`src/rtl/scs8hd_oai_pkg.sv`:
```
// -----------------------------------------------------------------------------
// scs8hd_oai_pkg
// Shared helpers for the clocked OAI deglitch block.
//   OAI_MAX_W : widest OR/AND term group that oai_eval can evaluate
//   cnt_w()   : width of a stability counter that must hold 0..FILT-1
//   oai_eval(): !((|a[na-1:0]) & (&b[nb-1:0])) on zero-extended operands
// -----------------------------------------------------------------------------
package scs8hd_oai_pkg;

  // Callers pass zero-extended operands of this width, so NA and NB must not
  // exceed it.
  localparam int OAI_MAX_W = 64;

  // The counter only counts 0..FILT-1, but FILT+1 keeps FILT=1 at one bit.
  function automatic int cnt_w(input int filt);
    return (filt < 1) ? 1 : $clog2(filt + 1);
  endfunction

  // OR bits above na are masked to 0 and AND bits above nb are forced to 1,
  // so the zero-extension never affects the result.
  function automatic logic oai_eval(input logic [OAI_MAX_W-1:0] a,
                                    input logic [OAI_MAX_W-1:0] b,
                                    input int                   na,
                                    input int                   nb);
    logic [OAI_MAX_W-1:0] a_mask;
    logic [OAI_MAX_W-1:0] b_fill;
    a_mask = '0;
    b_fill = '0;
    for (int i = 0; i < OAI_MAX_W; i++) begin
      a_mask[i] = (i < na);
      b_fill[i] = (i >= nb);
    end
    return !((|(a & a_mask)) & (&(b | b_fill)));
  endfunction

endpackage

```
`src/rtl/scs8hd_oai_filt_ch.sv`:
```
// -----------------------------------------------------------------------------
// scs8hd_oai_filt_ch
// One channel's stability filter. Y follows y_raw only after y_raw has
// differed from Y for FILT consecutive enabled cycles, with no match between.
// Ports:
//   clk    in  rising-edge clock
//   rst_n  in  synchronous active-low reset (y=1, chg=0, counter=0)
//   en     in  filter enable; 0 freezes the counter and y
//   y_raw  in  registered unfiltered OAI value for this channel
//   y      out filtered value
//   chg    out one-cycle pulse on the cycle y takes a new value
//   busy   out counter is non-zero (a mismatch is being timed)
// -----------------------------------------------------------------------------
module scs8hd_oai_filt_ch
  import scs8hd_oai_pkg::*;
#(
  parameter int FILT = 2
) (
  input  logic clk,
  input  logic rst_n,
  input  logic en,
  input  logic y_raw,
  output logic y,
  output logic chg,
  output logic busy
);

  localparam int                CNT_W    = cnt_w(FILT);
  localparam logic [CNT_W-1:0] CNT_LAST = CNT_W'(FILT - 1);

  logic [CNT_W-1:0] cnt;

  // NOTE: reset is tested inside the clocked block, so it is synchronous and
  // takes effect only at a rising edge; it wins over en and any pending count.
  always_ff @(posedge clk) begin
    if (!rst_n) begin
      cnt <= '0;
      y   <= 1'b1;
      chg <= 1'b0;
    end else begin
      chg <= 1'b0;
      if (en) begin
        if (y_raw == y) begin
          cnt <= '0;
        end else if (cnt == CNT_LAST) begin
          // FILT-th consecutive enabled mismatch: accept the new value.
          y   <= y_raw;
          cnt <= '0;
          chg <= 1'b1;
        end else begin
          cnt <= cnt + CNT_W'(1);
        end
      end
    end
  end

  assign busy = (cnt != '0);

endmodule

```
`src/rtl/scs8hd_oai_deglitch.sv`:
```
// -----------------------------------------------------------------------------
// scs8hd_oai_deglitch
// CH independent clocked o41ai-style channels: Y_RAW[c] = !((|A_c) & (&B_c))
// registered every edge, then filtered so Y[c] moves only after the new value
// has held for FILT consecutive enabled cycles.
// Ports:
//   CLK     in   clock
//   RESETB  in   synchronous active-low reset
//   A       in   CH*NA OR inputs, channel c uses A[c*NA +: NA]
//   B       in   CH*NB AND inputs, channel c uses B[c*NB +: NB]
//   EN      in   filter enable (Y_RAW keeps sampling when low)
//   Y_RAW   out  registered unfiltered result per channel
//   Y       out  filtered result per channel
//   CHG     out  one-cycle pulse when Y[c] changes
//   BUSY    out  any channel has a mismatch count in progress
// -----------------------------------------------------------------------------
module scs8hd_oai_deglitch
  import scs8hd_oai_pkg::*;
#(
  parameter int NA   = 4,
  parameter int NB   = 1,
  parameter int CH   = 1,
  parameter int FILT = 2
) (
  input  logic           CLK,
  input  logic           RESETB,
  input  logic [CH*NA-1:0] A,
  input  logic [CH*NB-1:0] B,
  input  logic           EN,
  output logic [CH-1:0]  Y_RAW,
  output logic [CH-1:0]  Y,
  output logic [CH-1:0]  CHG,
  output logic           BUSY
);

  logic [CH-1:0] busy_ch;

  // Stage 1: raw OAI per channel, sampled every edge regardless of EN.
  // All-ones reset is the OAI value for all-zero inputs.
  // NOTE: state registers use non-blocking assignment so every channel sees
  // the pre-edge value of its neighbours and of the filter stage.
  always_ff @(posedge CLK) begin
    if (!RESETB) begin
      Y_RAW <= '1;
    end else begin
      for (int c = 0; c < CH; c++) begin
        Y_RAW[c] <= oai_eval(OAI_MAX_W'(A[c*NA +: NA]),
                             OAI_MAX_W'(B[c*NB +: NB]), NA, NB);
      end
    end
  end

  // Stage 2: one independent filter per channel.
  for (genvar c = 0; c < CH; c++) begin : g_ch
    scs8hd_oai_filt_ch #(
      .FILT (FILT)
    ) u_filt (
      .clk   (CLK),
      .rst_n (RESETB),
      .en    (EN),
      .y_raw (Y_RAW[c]),
      .y     (Y[c]),
      .chg   (CHG[c]),
      .busy  (busy_ch[c])
    );
  end

  assign BUSY = |busy_ch;

endmodule

```
`config.mk`:
```
export PLATFORM = sky130hd
export DESIGN_NAME = scs8hd_oai_deglitch
export DESIGN_NICKNAME = d
export VERILOG_FILES = /design/src/rtl/scs8hd_oai_pkg.sv /design/src/rtl/scs8hd_oai_filt_ch.sv /design/src/rtl/scs8hd_oai_deglitch.sv
export SDC_FILE = /design/constraint.sdc
export NUM_CORES = 1
export LEC_CHECK = 0
export ABC_CLOCK_PERIOD_IN_PS = 1150
export CAP_MARGIN = 40
export CORE_AREA = 4 4 41 43
export DETAILED_ROUTE_END_ITERATION = 8
export DIE_AREA = 0 0 45 47
export MAX_ROUTING_LAYER = met4
export PLACE_DENSITY = 0.41
export SETUP_SLACK_MARGIN = 0.2
export SLEW_MARGIN = 20
export SYNTH_ARGS = -nofsm -noshare
export SYNTH_HDL_FRONTEND = slang
export SYNTH_SLANG_ARGS = --single-unit
```
`constraint.sdc`:
```
create_clock -name CLK -period 1.15 [get_ports CLK]
set_input_delay 0.1725 -clock CLK [delete_from_list [all_inputs] [get_ports CLK]]
set_output_delay 0.1725 -clock CLK [all_outputs]
set_load 0.01 [all_outputs]
```
## Word level (Yosys, flattened, before mapping)

Cells that the tools add are included.
Widths: inputs -> output; s select.

- Bits in registers: 5
- Input bits: 8
- Output and inout port bits: 4
- Logic and storage cells: 19

- $add $sub $neg: 1
- Equality and inequality tests: 2
- Multiplexer cells: 3
- Bitwise gates (word level): 4
- Reduce and logical (&&, ||, !) cells: 5

Operators by type and width:

| operator | count |
|---|---|
| $mux 2 | 2 |
| $reduce_or 4->1 | 1 |
| $not 1->1 | 3 |
| $reduce_and 3->1 | 1 |
| $reduce_or 3->1 | 1 |
| $add 2x1->2 const B | 1 |
| $eq 2x1->1 const B | 1 |
| $reduce_bool 2->1 | 1 |
| $and 1x1->1 | 1 |
| $eq 1x1->1 | 1 |
| $logic_not 1->1 | 1 |
| $mux 1 | 1 |

## Depth between registers and ports, before layout

Gate-level depths: netlist of run 1.

- Depth after elaboration: 3
- Gate-level depth with buffers: 2
- Gate-level depth less buffers: 2

## Hierarchy

Synthesis of run 1 repeated with hierarchy kept, for this count alone.

- Cells, all modules: 20
- Area, all modules: 207.7 sq um

By module, submodules not included:

| module | times used | cells an instance | area each (sq um) | seq. area each (sq um) |
|---|---|---|---|---|
| scs8hd_oai_filt_ch | 1 | 17 | 175.2 | 80.1 |
| scs8hd_oai_deglitch | 1 | 3 | 32.5 | 20.0 |

## Least setup slack after synthesis of run 1

No wires, ideal clock.

- Path kind: flip-flop to flip-flop
- From: register Y_RAW
- To: register g_ch[0].u_filt.chg
- Library setup time: 0.115 ns
- Arrival time: 0.727 ns
- Required time: 1.035 ns
- Path slack: 0.308 ns
- Cell stages (with the launch flop): 3
- Buffers on the path: 0
- Period minus slack after synthesis: 0.842 ns
- Cells stage by stage: dfxtp_1 > xnor2_1 > and3b_1

- Word-level cells in the longest chain between the ends: 2

RTL lines:

| what | RTL line | text |
|---|---|---|
| start, declared | scs8hd_oai_deglitch.sv:30 | `output logic [CH-1:0] Y_RAW,` |
| start signal, assigned by index | scs8hd_oai_deglitch.sv:47 | `Y_RAW[c] <= oai_eval(OAI_MAX_W'(A[c*NA +: NA]),` |
| $eq 1x1->1 | scs8hd_oai_filt_ch.sv:43 | `if (y_raw == y) begin` |
| $reduce_or 3->1 (no source line) | -- |  |
| end signal, assigned | scs8hd_oai_filt_ch.sv:39 | `chg <= 1'b0;` |
| end signal, assigned | scs8hd_oai_filt_ch.sv:41 | `chg <= 1'b0;` |
| end signal, assigned | scs8hd_oai_filt_ch.sv:49 | `chg <= 1'b1;` |
| end, declared | scs8hd_oai_filt_ch.sv:24 | `output logic chg,` |

No other way between the ends.
A chain may end at the register's enable or synchronous reset.

## Final worst setup path of run 1

- From: register g_ch[0].u_filt.cnt[0]
- To: output BUSY

- Word-level cells in the longest chain between the ends: 1

RTL lines:

| what | RTL line | text |
|---|---|---|
| start, declared | scs8hd_oai_filt_ch.sv:31 | `logic [CNT_W-1:0] cnt;` |
| start signal, assigned | scs8hd_oai_filt_ch.sv:51 | `cnt <= cnt + CNT_W'(1);` |
| $reduce_bool 2->1 | scs8hd_oai_filt_ch.sv:57 | `assign busy = (cnt != '0);` |
| end, declared | scs8hd_oai_deglitch.sv:33 | `output logic BUSY` |

No other way between the ends.

==> impl_metrics.py, run 1 <==
metrics = {
    "run_status": {
        "status": "finished clean",
    },
    "sta": {
        "finalCritPeriodShare": 0.9430,
        "maxSlewHeadroom": 0.8331,
        "timing.fmax_ghz": 0.9221,
        "period_needed_ps": 1084,
        "finalClockSkew_ps": 2.158,
        "finalSetupViolCount": 0,
        "rsz0062_at_grt": "true",
        "hold_viol_final": 0,
        "slew_viol_final": 0,
        "setup_tns_ps": 0,
        "tightest_slew_ps": 249.6,
        "hold_slack_ps": 215.7,
    },
    "worst_hold_path": {
        "hold_depth": 3,
        "timing.hold.worst.class": "input pin to flip-flop",
    },
    "clock_tree": {
        "cts_setup_buffers": 0,
        "tritoncts": "done",
        "clock_sinks": 5,
        "cts-buffers-inserted": 3,
        "cts_htree_levels": 1,
        "cts-root-buf": "clkbuf_4",
        "cts_hold_buf": 0,
        "cts_buffer_depth": 2,
        "insertion_delay_ps": 250,
        "clk_pin_slew_ps": 40,
    },
    "cells_and_area": {
        "final_core_util": 0.2817,
        "drive_above_1_share": 0.3514,
        "area_growth_syn_to_layout_pct": 80.86,
        "nFillCells": 154,
        "fin_nets": 46,
        "antenna_cells": 0,
    },
    "synth": {
        "ys_seq_area_frac": 0.4938,
        "synth_area_leaders": "dfxtp_1 49%, nand3b_1 11%, and3b_1 8.6%, nand4b_1 4.3%, xnor2_1 4.3%",
        "synth.most_common_cell": "dfxtp_1",
        "synth_area_sq_um": 202.7,
        "avgSynthCellArea_sq_um": 10.13,
        "ys_types": 13,
        "synth_area_leader_cell": "dfxtp_1",
        "yosys_warnings": 0,
        "ys_ff_latch": 5,
        "synth_nets": 28,
        "syn_inst": 20,
        "synth_common_cells": "5 x dfxtp_1, 3 x nand3b_1, 2 x and3b_1",
        "yosys.area.top_type_share": 0.4938,
        "async_flop_share": 0,
        "yosys_most_used_dff": "dfxtp_1",
        "synth_edf_count": 0,
    },
    "floorplan": {
        "std_cell_rows": 13,
        "die_h_um": 47,
        "die_x_um": 45,
        "start_util": 0.1558,
        "coreArea_sq_um": 1301,
        "io_pins": 12,
        "dieArea_sq_um": 2115,
    },
    "drt": {
        "detail-route-antenna-nets": 0,
        "first_pass_iters": 4,
        "viasPerCell": 4.519,
        "drc_errors": 0,
        "dr_total_vias": 235,
        "drtIter0Drc": 1,
        "wl_per_cell_um": 9.885,
        "routed_wl_um": 514,
    },
    "worst_setup_path": {
        "rr_worst_depth": 3,
        "worst_ep_required_time_ps": 980,
        "startpoint_type": "flip-flop",
        "cp.arrival_ps": 910,
        "path_class": "flip-flop to output port",
        "cp-end-kind": "output port",
        "critical_path_peak_fanout": 2,
    },
    "place": {
        "port_buffers": 11,
        "routabilityCongestion": 0.7197,
    },
    "job": {
        "drv_cap": 0,
    },
    "global_routing": {
        "antenna_found_initial": 0,
        "grt_pass1_wl_um": 759,
        "grt_start_max_net_pins": 8,
        "grtUsageTotal": 0.06026,
        "grt_pass1_vias": 211,
        "gr-total-overflow": 0,
    },
    "pwr": {
        "power_density_nw_per_um2": 1226,
        "power_leakage_nw": 0.1635,
        "irDropWorstVdd_mv": 0.4393,
        "totalPowerFinal_uw": 449.4,
    },
}
stage by stage:
stage,cell area [sq um],setup WS [ps],cells
2_1_floorplan,202.7,307.6,20
3_3_place_gp,346.6,-71.59,48
3_5_place_dp,346.6,-78.09,48
4_1_cts,362.8,61.50,52
5_1_grt,366.6,39.20,52
6_report,366.6,65.53,52
kinds of logic (layout without fill, tap and decap cells):
family	count (synthesis)	in the layout	share of synthesized area
AO/OA/AOI/OAI	3	3	0.09260
XOR/XNOR	1	1	0.04322
buffers and inverters	1	18	0.01850
flip-flops	5	5	0.4938
AND/OR/NAND/NOR	10	10	0.3519
what timing repair did:
action,4_1_cts,5_1_grt
setup endpoints to repair,5,2
pin swaps,2,2
gates resized for setup,21,2
power by group:
| part | internal (mW) | total, mW | leakage (nW) | switching (mW) |
|---|---|---|---|---|
| sequential | 0.180 | 0.184 | 0.0405 | 0.00380 |
| combinational | 0.0366 | 0.0560 | 0.108 | 0.0194 |
| clock | 0.132 | 0.209 | 0.0150 | 0.0777 |
worst paths after layout:
| path | start | end | slack (ps) |
|---|---|---|---|
| max | g_ch[0].u_filt.cnt[0] | BUSY | 70 |
| min | A[1] | Y_RAW | 220 |
| max reg2reg | g_ch[0].u_filt.cnt[1] | g_ch[0].u_filt.chg | 250 |
| min reg2reg | g_ch[0].u_filt.y | g_ch[0].u_filt.y | 500 |
sequential cells by signal, summed over array words and instances, names as in the netlist:
signal / count
g_ch.u_filt.chg: 1
Y_RAW: 1
g_ch.u_filt.y: 1
g_ch.u_filt.cnt: 2
area by class of cell:
class	count	area, sq um	area share
tap	15	18.77	0.05119
timing repair buffer	13	112.6	0.3072
sequential	5	103.9	0.2833
clock buffer	4	26.28	0.07167
inverter	1	3.754	0.01024
multi-input combinational	14	101.3	0.2764
routing by layer:
metal | vias up | GRT usage | part of all wire
met5 | - | - | 0
met4 | 0 | 0.1053 | 0.054
met3 | 3 | 0.02299 | 0.076
met2 | 12 | 0.09605 | 0.49
met1 | 110 | 0.03620 | 0.37
li1 | 110 | - | -
critical path, cell delays in order (launching register included):
cell and delay [ps]:
dfxtp_2 310, or2_4 240, buf_6 120
cells in the final DEF (no fill, tap or decap), drive strengths merged, types with 2 or more instances in the layout:
| cell | count |
|---|---|
| and3b | 2 |
| buf | 6 |
| clkbuf | 4 |
| clkdlybuf4s50 | 5 |
| dfxtp | 5 |
| nand3b | 3 |
Power figures use the tool's default switching activity.
==> run 2: changes to the inputs <==
ABC_CLOCK_PERIOD_IN_PS = 1100   (was 1150)
PLACE_DENSITY = 0.42   (was 0.41)
SYNTH_HIERARCHICAL = 1   (was default)
clock period = 1.1 ns   (was 1.15 ns; I/O delays follow)
==> impl_metrics.py, run 2 <==
metrics = {
    "clock_tree": {
        "clk_pin_slew_ps": 40,
        "tritoncts": "done",
        "cts_htree_levels": 1,
        "cts-buffers-inserted": 3,
        "insertion_delay_ps": 240,
        "cts-root-buf": "clkbuf_4",
        "clock_sinks": 5,
        "cts_hold_buf": 0,
        "cts_buffer_depth": 2,
    },
    "synth": {
        "ys_types": 13,
        "yosys.area.top_type_share": 0.4819,
        "synth_area_leaders": "dfxtp_1 48%, nand3b_1 11%, and3b_1 8.4%, o211ai_2 6.0%, nand4b_1 4.2%",
        "synth_area_sq_um": 207.7,
        "synth_edf_count": 0,
        "ys_seq_area_frac": 0.4819,
        "synth.most_common_cell": "dfxtp_1",
        "ys_ff_latch": 5,
        "async_flop_share": 0,
        "synth_nets": 28,
        "avgSynthCellArea_sq_um": 10.38,
        "synth_area_leader_cell": "dfxtp_1",
        "yosys_most_used_dff": "dfxtp_1",
        "yosys_warnings": 6,
        "syn_inst": 20,
        "synth_common_cells": "5 x dfxtp_1, 3 x nand3b_1, 2 x and3b_1",
    },
    "sta": {
        "setup_tns_ps": 0,
        "maxSlewHeadroom": 0.8129,
        "finalClockSkew_ps": 2.348,
        "hold_slack_ps": 252.5,
        "slew_viol_final": 0,
        "tightest_slew_ps": 280.2,
        "timing.fmax_ghz": 0.9378,
        "finalCritPeriodShare": 0.9694,
        "rsz0062_at_grt": "true",
        "period_needed_ps": 1066,
        "hold_viol_final": 0,
        "finalSetupViolCount": 0,
    },
    "cells_and_area": {
        "area_growth_syn_to_layout_pct": 107.2,
        "design_area_sq_um": 430.4,
        "layout.cells.non_filler": 55,
        "fin_nets": 49,
        "top_register": "g_ch.u_filt/cnt",
        "final_common_cell": "buf_6",
        "largest_reg_flops": 2,
        "antenna_cells": 0,
        "drive_above_1_share": 0.5000,
        "final_core_util": 0.3308,
        "layout_common_cells": "5 x buf_6, 4 x dfxtp_2",
    },
    "place": {
        "placed_area_sq_um": 366.6,
        "dp_hpwl_um": 438.7,
        "routabilityCongestion": 0.7367,
        "place_inst": 50,
        "port_buffers": 11,
    },
    "drt": {
        "first_pass_iters": 4,
        "viasPerCell": 4.364,
        "dr_total_vias": 240,
        "wl_per_cell_um": 10.60,
        "detail-route-antenna-nets": 0,
        "routed_wl_um": 583,
        "drc_errors": 0,
        "drtIter0Drc": 1,
    },
    "worst_setup_path": {
        "r2r-start": "g_ch[0].u_filt/cnt[0]",
        "startpoint_type": "flip-flop",
        "worst_ep_required_time_ps": 940,
        "path_class": "flip-flop to output port",
        "cp-end-kind": "output port",
        "rr_worst_depth": 3,
        "cp.arrival_ps": 900,
        "critical_path_peak_fanout": 2,
        "regToRegSetupSlack_ps": 200,
        "setup.worst_path.start": "g_ch[0].u_filt/cnt[1]",
        "rr_endpoint": "g_ch[0].u_filt/chg",
    },
    "global_routing": {
        "grt_util_met2": 0.1102,
        "antenna_found_initial": 0,
        "gr-usage-met3": 0.03448,
        "gr-max-usage-layer": "met2",
        "grt_pass1_vias": 229,
        "gr-total-overflow": 0,
        "grt_pass1_wl_um": 890,
        "grtUsageTotal": 0.06781,
        "grt_start_max_net_pins": 8,
        "grt_util_met1": 0.05251,
    },
    "worst_hold_path": {
        "timing.hold.worst.class": "input pin to flip-flop",
        "hp-start": "RESETB",
        "worstHoldEndpoint": "g_ch[0].u_filt/y",
        "hold_depth": 2,
    },
    "floorplan": {
        "io_pins": 12,
        "start_util": 0.1596,
        "die_h_um": 47,
        "die_x_um": 45,
        "std_cell_rows": 13,
        "dieArea_sq_um": 2115,
        "coreArea_sq_um": 1301,
    },
    "pwr": {
        "irDropWorstVdd_mv": 0.4116,
        "power_leakage_nw": 0.2022,
        "power_density_nw_per_um2": 1117,
    },
    "run_status": {
        "status": "finished clean",
    },
    "job": {
        "drv_cap": 0,
    },
}
run 2: cells by family (layout without fill, tap and decap cells):
kind of cell	Yosys count	after routing	synth area share
and+or+nand+nor	10	10	0.3434
DFF	5	5	0.4819
AOI/OAI and AO/OA	3	3	0.1144
xor gates and xnor gates	1	1	0.04218
buffers and inverters	1	21	0.01805
run 2: how the worst max path moves through the flow:
stage / to / slack, ps / depth (start not counted)
CTS: BUSY / 30 / 2
global route: BUSY / 10 / 2
global placement: BUSY / -110 / 2
floorplan: g_ch[0].u_filt/chg / 260 / 2
finish: BUSY / 30 / 2
detailed placement: Y_RAW / -150 / 3
run 2: routing by layer:
metal / part of all wire / up-vias
met3: 0.069 / 0
met2: 0.60 / 9
li1: - / 115
met1: 0.33 / 116
met4: 0 / 0
met5: 0 / -
run 2: final cells by class:
class	count	area, sq um
repair buffers	16	150.1
multi-input cells	14	126.4
fillers	145	870.8
inverters	1	3.754
clock buffers	4	26.28
flip-flops and latches	5	105.1
well taps	15	18.77
run 2: timing repair:
action / 4_1_cts / 5_1_grt
resized for setup: 26 / 8
endpoints found under the setup margin: 8 / 4
setup buffers: 1 / 0
gates cloned: 0 / 0
pin swaps: 4 / 2
run 2: where the power goes:
part | internal [mW] | total (mW) | leakage, nW | switching, mW
registers | 0.189 | 0.192 | 0.0410 | 0.00345
logic | 0.0525 | 0.0810 | 0.146 | 0.0285
clock network | 0.137 | 0.208 | 0.0150 | 0.0707
total | 0.378 | 0.481 | 0.202 | 0.103
run 2: worst max-delay path, cell delays in order, from the launching register on:
cell and delay [ps]:
dfxtp_2 310, or2_4 240, buf_6 120
run 2: stage by stage:
step                total power [mW]  worst slack [ps]
floorplan                     0.2126             257.6
global placement              0.2615            -114.9
detailed placement            0.2636            -145.2
CTS                           0.4907             28.36
global route                  0.5064             12.65
finish                        0.4806             33.62
==> run 3: changes to the inputs <==
ABC_AREA = 1   (was default)
GPL_TIMING_DRIVEN = 0   (was default)
REMOVE_ABC_BUFFERS = 1   (was default)
==> impl_metrics.py, run 3 <==
metrics = {
    "run_status": {
        "status": "finished clean",
    },
    "worst_setup_path": {
        "critical_path_peak_fanout": 2,
        "r2r-start": "g_ch[0].u_filt/cnt[0]",
        "setup.worst_path.start": "g_ch[0].u_filt/cnt[0]",
        "regToRegSetupSlack_ps": 320,
        "crit_end": "BUSY",
        "path_class": "flip-flop to output port",
        "worst_ep_required_time_ps": 940,
        "rr_worst_depth": 4,
        "cp.arrival_ps": 800,
        "startpoint_type": "flip-flop",
        "rr_endpoint": "g_ch[0].u_filt/y",
        "cp-end-kind": "output port",
    },
    "drt": {
        "viasPerCell": 3.836,
        "drc_errors": 0,
        "dr_total_vias": 234,
        "routed_wl_um": 514,
        "drtIter0Drc": 1,
        "detail-route-antenna-nets": 0,
        "first_pass_iters": 2,
        "wl_per_cell_um": 8.426,
    },
    "cells_and_area": {
        "antenna_cells": 0,
        "drive_above_1_share": 0.3696,
        "layout.cells.non_filler": 61,
        "largest_reg_flops": 2,
        "multiInputGateArea_sq_um": 90.09,
        "nFillCells": 157,
        "area_growth_syn_to_layout_pct": 81.44,
        "final_common_cell": "nand2_1",
        "seqCellArea_sq_um": 105.1,
        "top_register": "g_ch.u_filt/cnt",
        "fin_nets": 55,
        "layout_common_cells": "7 x nand2_1, 6 x clkdlybuf4s50_1, 4 x dfxtp_2",
    },
    "clock_tree": {
        "tritoncts": "done",
        "cts-buffers-inserted": 3,
        "clk_pin_slew_ps": 40,
        "cts_htree_levels": 1,
        "cts_hold_buf": 0,
        "cts-root-buf": "clkbuf_4",
        "insertion_delay_ps": 230,
        "cts_buffer_depth": 2,
        "clock_sinks": 5,
    },
    "worst_hold_path": {
        "timing.hold.worst.class": "input pin to flip-flop",
    },
    "floorplan": {
        "start_util": 0.1606,
        "std_cell_rows": 13,
        "io_pins": 12,
        "die_x_um": 45,
        "die_h_um": 47,
        "coreArea_sq_um": 1301,
        "dieArea_sq_um": 2115,
    },
    "sta": {
        "finalClockSkew_ps": 0.3883,
        "slew_viol_final": 0,
        "hold_viol_final": 0,
        "rsz0062_at_grt": "true",
        "tightest_slew_ps": 183.4,
        "period_needed_ps": 961.4,
        "finalCritPeriodShare": 0.8740,
        "timing.fmax_ghz": 1.040,
        "maxSlewHeadroom": 0.8775,
        "finalSetupViolCount": 0,
    },
    "synth": {
        "synth.most_common_cell": "nand2_1",
        "async_flop_share": 0,
        "ys_types": 10,
        "synth_area_sq_um": 209.0,
        "yosys_most_used_dff": "dfxtp_1",
        "yosys.area.top_type_share": 0.4790,
        "ys_ff_latch": 5,
        "syn_inst": 29,
        "synth_common_cells": "7 x nand2_1, 5 x dfxtp_1, 5 x inv_1",
        "synth_edf_count": 0,
        "synth_area_leaders": "dfxtp_1 48%, nand2_1 13%, inv_1 9.0%, nand3_1 7.2%, nor2_1 5.4%",
        "ys_seq_area_frac": 0.4790,
        "synth_area_leader_cell": "dfxtp_1",
        "yosys_warnings": 6,
        "avgSynthCellArea_sq_um": 7.205,
    },
    "job": {
        "drv_cap": 0,
    },
    "global_routing": {
        "grtUsageTotal": 0.05229,
        "grt_start_max_net_pins": 6,
        "grt_pass1_wl_um": 724,
        "antenna_found_initial": 0,
        "grt_pass1_vias": 217,
        "gr-total-overflow": 0,
    },
    "place": {
        "dp_hpwl_um": 389.2,
        "port_buffers": 11,
        "place_inst": 55,
        "routabilityCongestion": 0.7065,
    },
    "pwr": {
        "power_leakage_nw": 0.1939,
        "totalPowerFinal_uw": 474.9,
        "irDropWorstVdd_mv": 0.7993,
        "power_density_nw_per_um2": 1253,
    },
}
[run 3: kinds of logic after synthesis]
| group | share of synthesized area |
|---|---|
| simple gates | 0.3593 |
| buf+inv | 0.08983 |
| flops | 0.4791 |
| compound gates | 0.07184 |
[run 3: final cells by class]
| cell class | instances | area share |
|---|---|---|
| Clock buffer | 4 | 0.06931 |
| Inverter | 5 | 0.04950 |
| Multi-Input combinational cell | 19 | 0.2376 |
| Sequential cell | 5 | 0.2772 |
| Tap cell | 15 | 0.04950 |
| Timing Repair Buffer | 13 | 0.3168 |
[run 3: how the worst min path moves through the flow]
| stage | to | from | slack, ps | cells after the start |
|---|---|---|---|---|
| CTS | g_ch[0].u_filt/cnt[1] | g_ch[0].u_filt/cnt[1] | 460 | 2 |
| detailed placement | g_ch[0].u_filt/cnt[1] | g_ch[0].u_filt/cnt[1] | 440 | 2 |
| finish | g_ch[0].u_filt/cnt[1] | EN | 230 | 2 |
| global placement | g_ch[0].u_filt/cnt[1] | g_ch[0].u_filt/cnt[1] | 420 | 2 |
| floorplan | g_ch[0].u_filt/y | RESETB | 250 | 1 |
| global route | g_ch[0].u_filt/cnt[1] | EN | 240 | 2 |
[run 3: stage by stage]
step | worst slack [ps] | hold slack [ps] | setup TNS (ps) | util | cell area (sq um)
after floorplan | 349.7 | 249.6 | 0 | - | 209.0
after global placement | -65.13 | 421.1 | -65.13 | 0.2596 | 337.8
after detailed placement | -93.93 | 437.8 | -93.93 | 0.2596 | 337.8
after CTS | 132.5 | 455.7 | 0 | 0.2731 | 355.3
after global routing | 103.5 | 243.5 | 0 | 0.2913 | 379.1
final | 138.6 | 229.0 | 0 | 0.2913 | 379.1
[run 3: routing by layer]
layer / global-route usage / part of all wire / vias up
met5: - / 0 / -
met4: 0 / 0 / 0
met3: 0.06513 / 0.16 / 0
met2: 0.07910 / 0.44 / 13
met1: 0.04338 / 0.40 / 96
li1: - / - / 125
[run 3: repair_timing]
item / CTS / global route
gates cloned: 0 / 0
setup endpoints to repair: 4 / 4
pin swaps: 0 / 0
gates resized for setup: 21 / 4
buffers inserted: 1 / 1
[run 3: worst max-delay path: stages, from the launching register on]
cell	delay [ps]
dfxtp_2	310
inv_2	60
nand2_1	60
buf_2	130
[run 3: power by group]
part	switching [mW]	internal, mW
Sequential	0.00623	0.191
Combinational	0.0303	0.0447
Clock	0.0663	0.137
